`config.mk`:
```
export PLATFORM = sky130hd
export DESIGN_NAME = tone_detector
export DESIGN_NICKNAME = d
export VERILOG_FILES = /design/src/rtl/tone_detector_pkg.sv /design/src/rtl/envelope_follower.sv /design/src/rtl/tone_detector.sv
export SDC_FILE = /design/constraint.sdc
export NUM_CORES = 1
export LEC_CHECK = 0
export CAP_MARGIN = 40
export CORE_AREA = 10 10 97 99
export CTS_BUF_LIST = sky130_fd_sc_hd__clkbuf_8
export DETAILED_ROUTE_END_ITERATION = 8
export DIE_AREA = 0 0 107 109
export HOLD_SLACK_MARGIN = 0.12
export PLACE_DENSITY = 0.82
export SYNTH_ARGS = -nofsm -noshare
export SYNTH_HDL_FRONTEND = slang
export SYNTH_HIERARCHICAL = 1
export SYNTH_SLANG_ARGS = --single-unit
export TNS_END_PERCENT = 20
```
`constraint.sdc`:
```
create_clock -name clk -period 3.48 [get_ports clk]
set_clock_uncertainty 0.15 [all_clocks]
set_input_delay 0.696 -clock clk [delete_from_list [all_inputs] [get_ports clk]]
set_output_delay 0.696 -clock clk [all_outputs]
set_load 0.005 [all_outputs]
```
`src/rtl/tone_detector_pkg.sv`:
```
// Shared types and helpers for the tone detector: FSM state encoding and
// the saturating rectifier used by the envelope follower.
package tone_detector_pkg;

    localparam int DATA_W = 16;

    typedef enum logic [1:0] {
        IDLE      = 2'd0,
        ARMING    = 2'd1,
        DETECTED  = 2'd2,
        RELEASING = 2'd3
    } state_t;

    // |x| clipped to DATA_W-1 bits; only the most negative code needs the clip.
    function automatic logic [DATA_W-2:0] sat_abs(input logic signed [DATA_W-1:0] x);
        logic [DATA_W-1:0] mag;
        mag = x[DATA_W-1] ? -x : x;
        if (mag[DATA_W-1]) begin
            return '1;
        end
        return mag[DATA_W-2:0];
    endfunction

endpackage

```
`src/rtl/envelope_follower.sv`:
```
// Rectify-then-envelope: instant attack to the rectified sample, otherwise a
// shift-based exponential decay that always makes progress down to zero.
module envelope_follower #(
    parameter int DATA_W      = tone_detector_pkg::DATA_W,
    parameter int DECAY_SHIFT = 4
) (
    input  logic                     clk,
    input  logic                     reset,
    input  logic signed [DATA_W-1:0] d,
    output logic        [DATA_W-1:0] env
);
    import tone_detector_pkg::*;

    logic [DATA_W-2:0] abs_r;
    logic [DATA_W-1:0] abs_ext;
    logic [DATA_W-1:0] dec;

    assign abs_ext = {1'b0, abs_r};

    // Minimum decrement of one keeps small envelopes from stalling above zero.
    always_comb begin
        dec = env >> DECAY_SHIFT;
        if ((dec == '0) && (env != '0)) begin
            dec = DATA_W'(1);
        end
    end

    always_ff @(posedge clk or posedge reset) begin
        if (reset) begin
            abs_r <= '0;
            env   <= '0;
        end else begin
            abs_r <= sat_abs(d);
            if (abs_ext > env) begin
                env <= abs_ext;
            end else begin
                env <= env - dec;
            end
        end
    end

endmodule

```
`src/rtl/tone_detector.sv`:
```
// Envelope-based tone detector: hysteretic qualify/release FSM on the
// registered envelope, one-cycle onset pulse and peak-envelope capture.
module tone_detector #(
    parameter int DATA_W      = tone_detector_pkg::DATA_W,
    parameter int ON_THRESH   = 8192,
    parameter int OFF_THRESH  = 4096,
    parameter int DECAY_SHIFT = 4,
    parameter int ON_COUNT    = 64,
    parameter int OFF_COUNT   = 256
) (
    input  logic                     clk,
    input  logic                     reset,
    input  logic signed [DATA_W-1:0] d,
    output logic        [DATA_W-1:0] env,
    output logic                     detected,
    output logic                     onset,
    output logic        [DATA_W-1:0] peak
);
    import tone_detector_pkg::*;

    localparam int MAX_COUNT = (ON_COUNT > OFF_COUNT) ? ON_COUNT : OFF_COUNT;
    localparam int CW        = $clog2(MAX_COUNT + 1);

    localparam logic [DATA_W-1:0] ON_LVL  = DATA_W'(ON_THRESH);
    localparam logic [DATA_W-1:0] OFF_LVL = DATA_W'(OFF_THRESH);
    localparam logic [CW-1:0]     ON_END  = CW'(ON_COUNT);
    localparam logic [CW-1:0]     OFF_END = CW'(OFF_COUNT);

    state_t          state;
    state_t          state_nx;
    logic [CW-1:0]   cnt;
    logic [CW-1:0]   cnt_nx;
    logic [CW-1:0]   cnt_inc;
    logic            onset_nx;
    logic            env_on;
    logic            env_low;

    envelope_follower #(
        .DATA_W      (DATA_W),
        .DECAY_SHIFT (DECAY_SHIFT)
    ) u_env (
        .clk   (clk),
        .reset (reset),
        .d     (d),
        .env   (env)
    );

    assign env_on   = (env >= ON_LVL);
    assign env_low  = (env < OFF_LVL);
    assign cnt_inc  = cnt + CW'(1);
    assign detected = (state == DETECTED) || (state == RELEASING);

    // cnt holds the number of consecutive qualifying evaluations so far.
    always_comb begin
        state_nx = state;
        cnt_nx   = cnt;
        onset_nx = 1'b0;
        unique case (state)
            IDLE: begin
                if (env_on) begin
                    if (ON_COUNT == 1) begin
                        state_nx = DETECTED;
                        cnt_nx   = '0;
                        onset_nx = 1'b1;
                    end else begin
                        state_nx = ARMING;
                        cnt_nx   = CW'(1);
                    end
                end
            end
            ARMING: begin
                if (!env_on) begin
                    state_nx = IDLE;
                    cnt_nx   = '0;
                end else if (cnt_inc == ON_END) begin
                    state_nx = DETECTED;
                    cnt_nx   = '0;
                    onset_nx = 1'b1;
                end else begin
                    cnt_nx = cnt_inc;
                end
            end
            DETECTED: begin
                if (env_low) begin
                    if (OFF_COUNT == 1) begin
                        state_nx = IDLE;
                        cnt_nx   = '0;
                    end else begin
                        state_nx = RELEASING;
                        cnt_nx   = CW'(1);
                    end
                end
            end
            RELEASING: begin
                if (!env_low) begin
                    state_nx = DETECTED;
                    cnt_nx   = '0;
                end else if (cnt_inc == OFF_END) begin
                    state_nx = IDLE;
                    cnt_nx   = '0;
                end else begin
                    cnt_nx = cnt_inc;
                end
            end
            default: begin
                state_nx = IDLE;
                cnt_nx   = '0;
            end
        endcase
    end

    always_ff @(posedge clk or posedge reset) begin
        if (reset) begin
            state <= IDLE;
            cnt   <= '0;
            onset <= 1'b0;
            peak  <= '0;
        end else begin
            state <= state_nx;
            cnt   <= cnt_nx;
            onset <= onset_nx;
            if (onset_nx) begin
                peak <= env;
            end else if (detected && (env > peak)) begin
                peak <= env;
            end
        end
    end

endmodule

```
==> out/metrics.yaml, run 1 <==
outcome: "finished, final reports clean"
drv_slew: 0
cpLargestDelayFamily: "simple AND/OR/NAND/NOR gates"
yosysUniqueCellTypes: 58
initial_core_util_pct: 56.9
numCtsBuffers: 9
gp_congestion: 0.919
synth-seq-cells: 59
ff2ff_path_depth: 12
timing.final.crit_share_pct: 95.1
worstSetupPathType: "reg -> reg"
syn-instance-count: 451
rsz0062_at_grt: "false"
ant_nets: 0
clock_latency_ns: 0.34
placedCellCount: 605
synth_fa_ha_area_share_pct: 14.2
critPathMaxStageDelay_ns: 0.55
relSlewSlack_pct: 55.1
endpoint_kind: "flop"
io_buffers: 51
dr.pass1.iters: 4
die_width_um: 107
power_density_nw_per_um2: 867
cts_tree: "built"
design_area_um2: 5160
synth.most_common_cell: "dfrtp_1"
synth_top_area_share_pct: 34.5
wl_per_cell_um: 16.5
vias_per_cell: 5.81
path_clk_slew_ns: 0.07
cts_setup_buffers: 0
final-instance-count-excl-fill: 621
track_usage_pct: 18.1
drv_cap: 0
fmax_ghz: 0.302
syn2layout_area_growth_pct: 20.5
crit_top_cell: "nor4_1"
tns_ns: 0
yosys_warnings: 6
async_flop_share_pct: 100
worstSetupPathDepth: 12
htree_levels: 3
whs_path_depth: 1
drtIter0Drc: 150
critical_path_buf_inv_count: 1
required_ns: 3.55
hold_ws_ns: 0.364
remaining_drc_errors: 0
hold_class: "reg -> reg"
muxShareOfSynthArea_pct: 9.26
path_cells: "nor4_1 -> nor4_1 -> nand3_1 -> nand2_1 -> ha_1 -> nand2b_1 -> a2111oi_1 -> buf_4 -> nor3_1 -> o21ai_0 -> xnor2_1 -> mux2_2"
synthesis.nets: 517
cts_max_path_buffers: 2
power_leakage_nw: 2.38
crit_fanout: 6
ff2ff_setup_slack_ns: 0.17
hold_buffers: 0
synth_top_family_by_area: "compound AO/OA/AOI/OAI gates"
rr_endpoint: "u_env/env[13]$_DFF_PP0_"
finalPower_mw: 4.47
place_area_um2: 4950
grt_pass1_vias: 3723
startpoint: "u_env/env[0]$_DFF_PP0_"
setup_violations: 0
finalHoldViolCount: 0
die_area_um2: 11700
vias: 3611
coreArea_um2: 7530
yosysSeqAreaShare_pct: 34.5
io_pins: 52
grt_max_degree: 32
synth_common_cells: "dfrtp_1, inv_1, ha_1"
dp_hpwl_um: 7890
cts_sinks: 59
synth-xor-area-share_pct: 5.52
antenna_found_initial: 0
worstPathArrival_ns: 3.38
grt_pass1_wl_um: 17100
avgSynthCellArea_um2: 9.50
worst_slew_pin_slew_ns: 0.672
nNetsFinal: 580
diodes: 0
drive_above_1_share_pct: 13.9
grt_remaining_overflow: 0
crit_path_end: "u_env/env[13]$_DFF_PP0_"
synth_edf_count: 0
worstSetupStartpointType: "flop"
r2r-start: "u_env/env[0]$_DFF_PP0_"
wirelength_um: 10300
vdd_ir_drop_max_mv: 0.336
synth_compound_area_share_pct: 16.0
cts_resized: 0
netlist_area_um2: 4280
synth-simple-area-share_pct: 14.4
synth_top_cells_by_area: "dfrtp_1, ha_1, mux2_2"
die_h_um: 109
yosys.area.top_type: "dfrtp_1"
min_period_ns: 3.31
ys.flop_type: "dfrtp_1"
critPathSlowestCell: "a2111oi_1"
root_buffer: "clkbuf_8"
rows: 32
## placed cells by master, fill, tap and decap left out, types with 2 or more instances in the layout
cell	Yosys	final
nand2b_1	4	4
o211ai_1	10	10
or2_2	2	2
a31oi_1	2	2
a21oi_1	27	27
and2_1	2	2
clkinvlp_4	0	2
xnor2_1	11	11
ha_1	47	47
nor4_1	5	5
a21o_1	9	9
o21a_1	4	4
a211oi_1	6	6
clkdlybuf4s50_1	0	51
mux2_4	10	10
nor2_1	20	20
and4_1	2	2
dfrtp_1	59	59
or3_4	2	2
nor2b_1	3	3
clkbuf_8	0	12
buf_4	0	12
o21ai_0	20	20
or3_1	3	3
nor3_1	9	9
and3_1	2	2
inv_1	52	53
xor2_1	16	16
nand4_1	9	9
nand3_1	11	11
nand2_1	41	41
mux2_2	21	21
o41ai_1	2	2
o31ai_1	4	4
## registers in the layout, indices dropped and copies added (netlist names)
signal	count
u_env/env	16
u_env/abs_r	15
state	2
cnt	9
onset	1
peak	16
## where the power goes
part	internal [mW]	leakage, nW	switching (mW)
Clock	0.387	0.106	0.277
Combinational	1.31	1.53	1.44
Sequential	0.840	0.747	0.222
Total	2.54	2.38	1.94
## kinds of logic after synthesis
group                    Yosys count
AO/OA/AOI/OAI                    101
XOR/XNOR                          27
adder cells (fa/ha/maj)           48
buffers and inverters             63
flip-flops                        59
multiplexers                      32
AND/OR/NAND/NOR                  121
## cell type report
type	count	area, µm²
Sequential cell	59	1480
Clock buffer	12	165
Clock inverter	4	48.8
Multi-Input combinational cell	329	2550
Tap cell	102	128
Inverter	52	195
Fill cell	600	2370
Timing Repair Buffer	63	601
## layer usage
metal  GRT usage (%)  share of wire [%]  vias to the layer above  routed length (µm)
li1                -                  -                     1730                   -
met1            20.4                 43                     1740                4380
met2            32.0                 48                      113                4960
met3            3.89                5.8                       28                 594
met4            8.70                3.1                        0                 322
met5               0                  0                        -                   0
## metrics by stage
| stage | worst slack (ns) | utilization [%] |
|---|---|---|
| after floorplan | 0.724 | - |
| after global placement | 0.182 | 65.7 |
| after detailed placement | 0.200 | 65.7 |
| after CTS | 0.164 | 68.6 |
| after global routing | 0.0890 | 68.6 |
| final | 0.171 | 68.6 |
## how the worst min path moves through the flow
stage	startpoint	to	slack, ns
2_1_floorplan	u_env/abs_r[10]$_DFF_PP0_	u_env/env[10]$_DFF_PP0_	0.33
3_3_place_gp	u_env/abs_r[9]$_DFF_PP0_	u_env/env[9]$_DFF_PP0_	0.35
3_5_place_dp	u_env/abs_r[2]$_DFF_PP0_	u_env/env[2]$_DFF_PP0_	0.35
4_1_cts	u_env/abs_r[8]$_DFF_PP0_	u_env/env[8]$_DFF_PP0_	0.37
5_1_grt	u_env/abs_r[5]$_DFF_PP0_	u_env/env[5]$_DFF_PP0_	0.39
6_report	u_env/abs_r[8]$_DFF_PP0_	u_env/env[8]$_DFF_PP0_	0.36
No activity file was read; power rests on OpenSTA's default activity.
==> run 2: changes to the inputs <==
Settings changed: TNS_END_PERCENT 20 to 50.
==> results of run 2 <==
Final layout, timing and power as in run 1 (identical DEF).
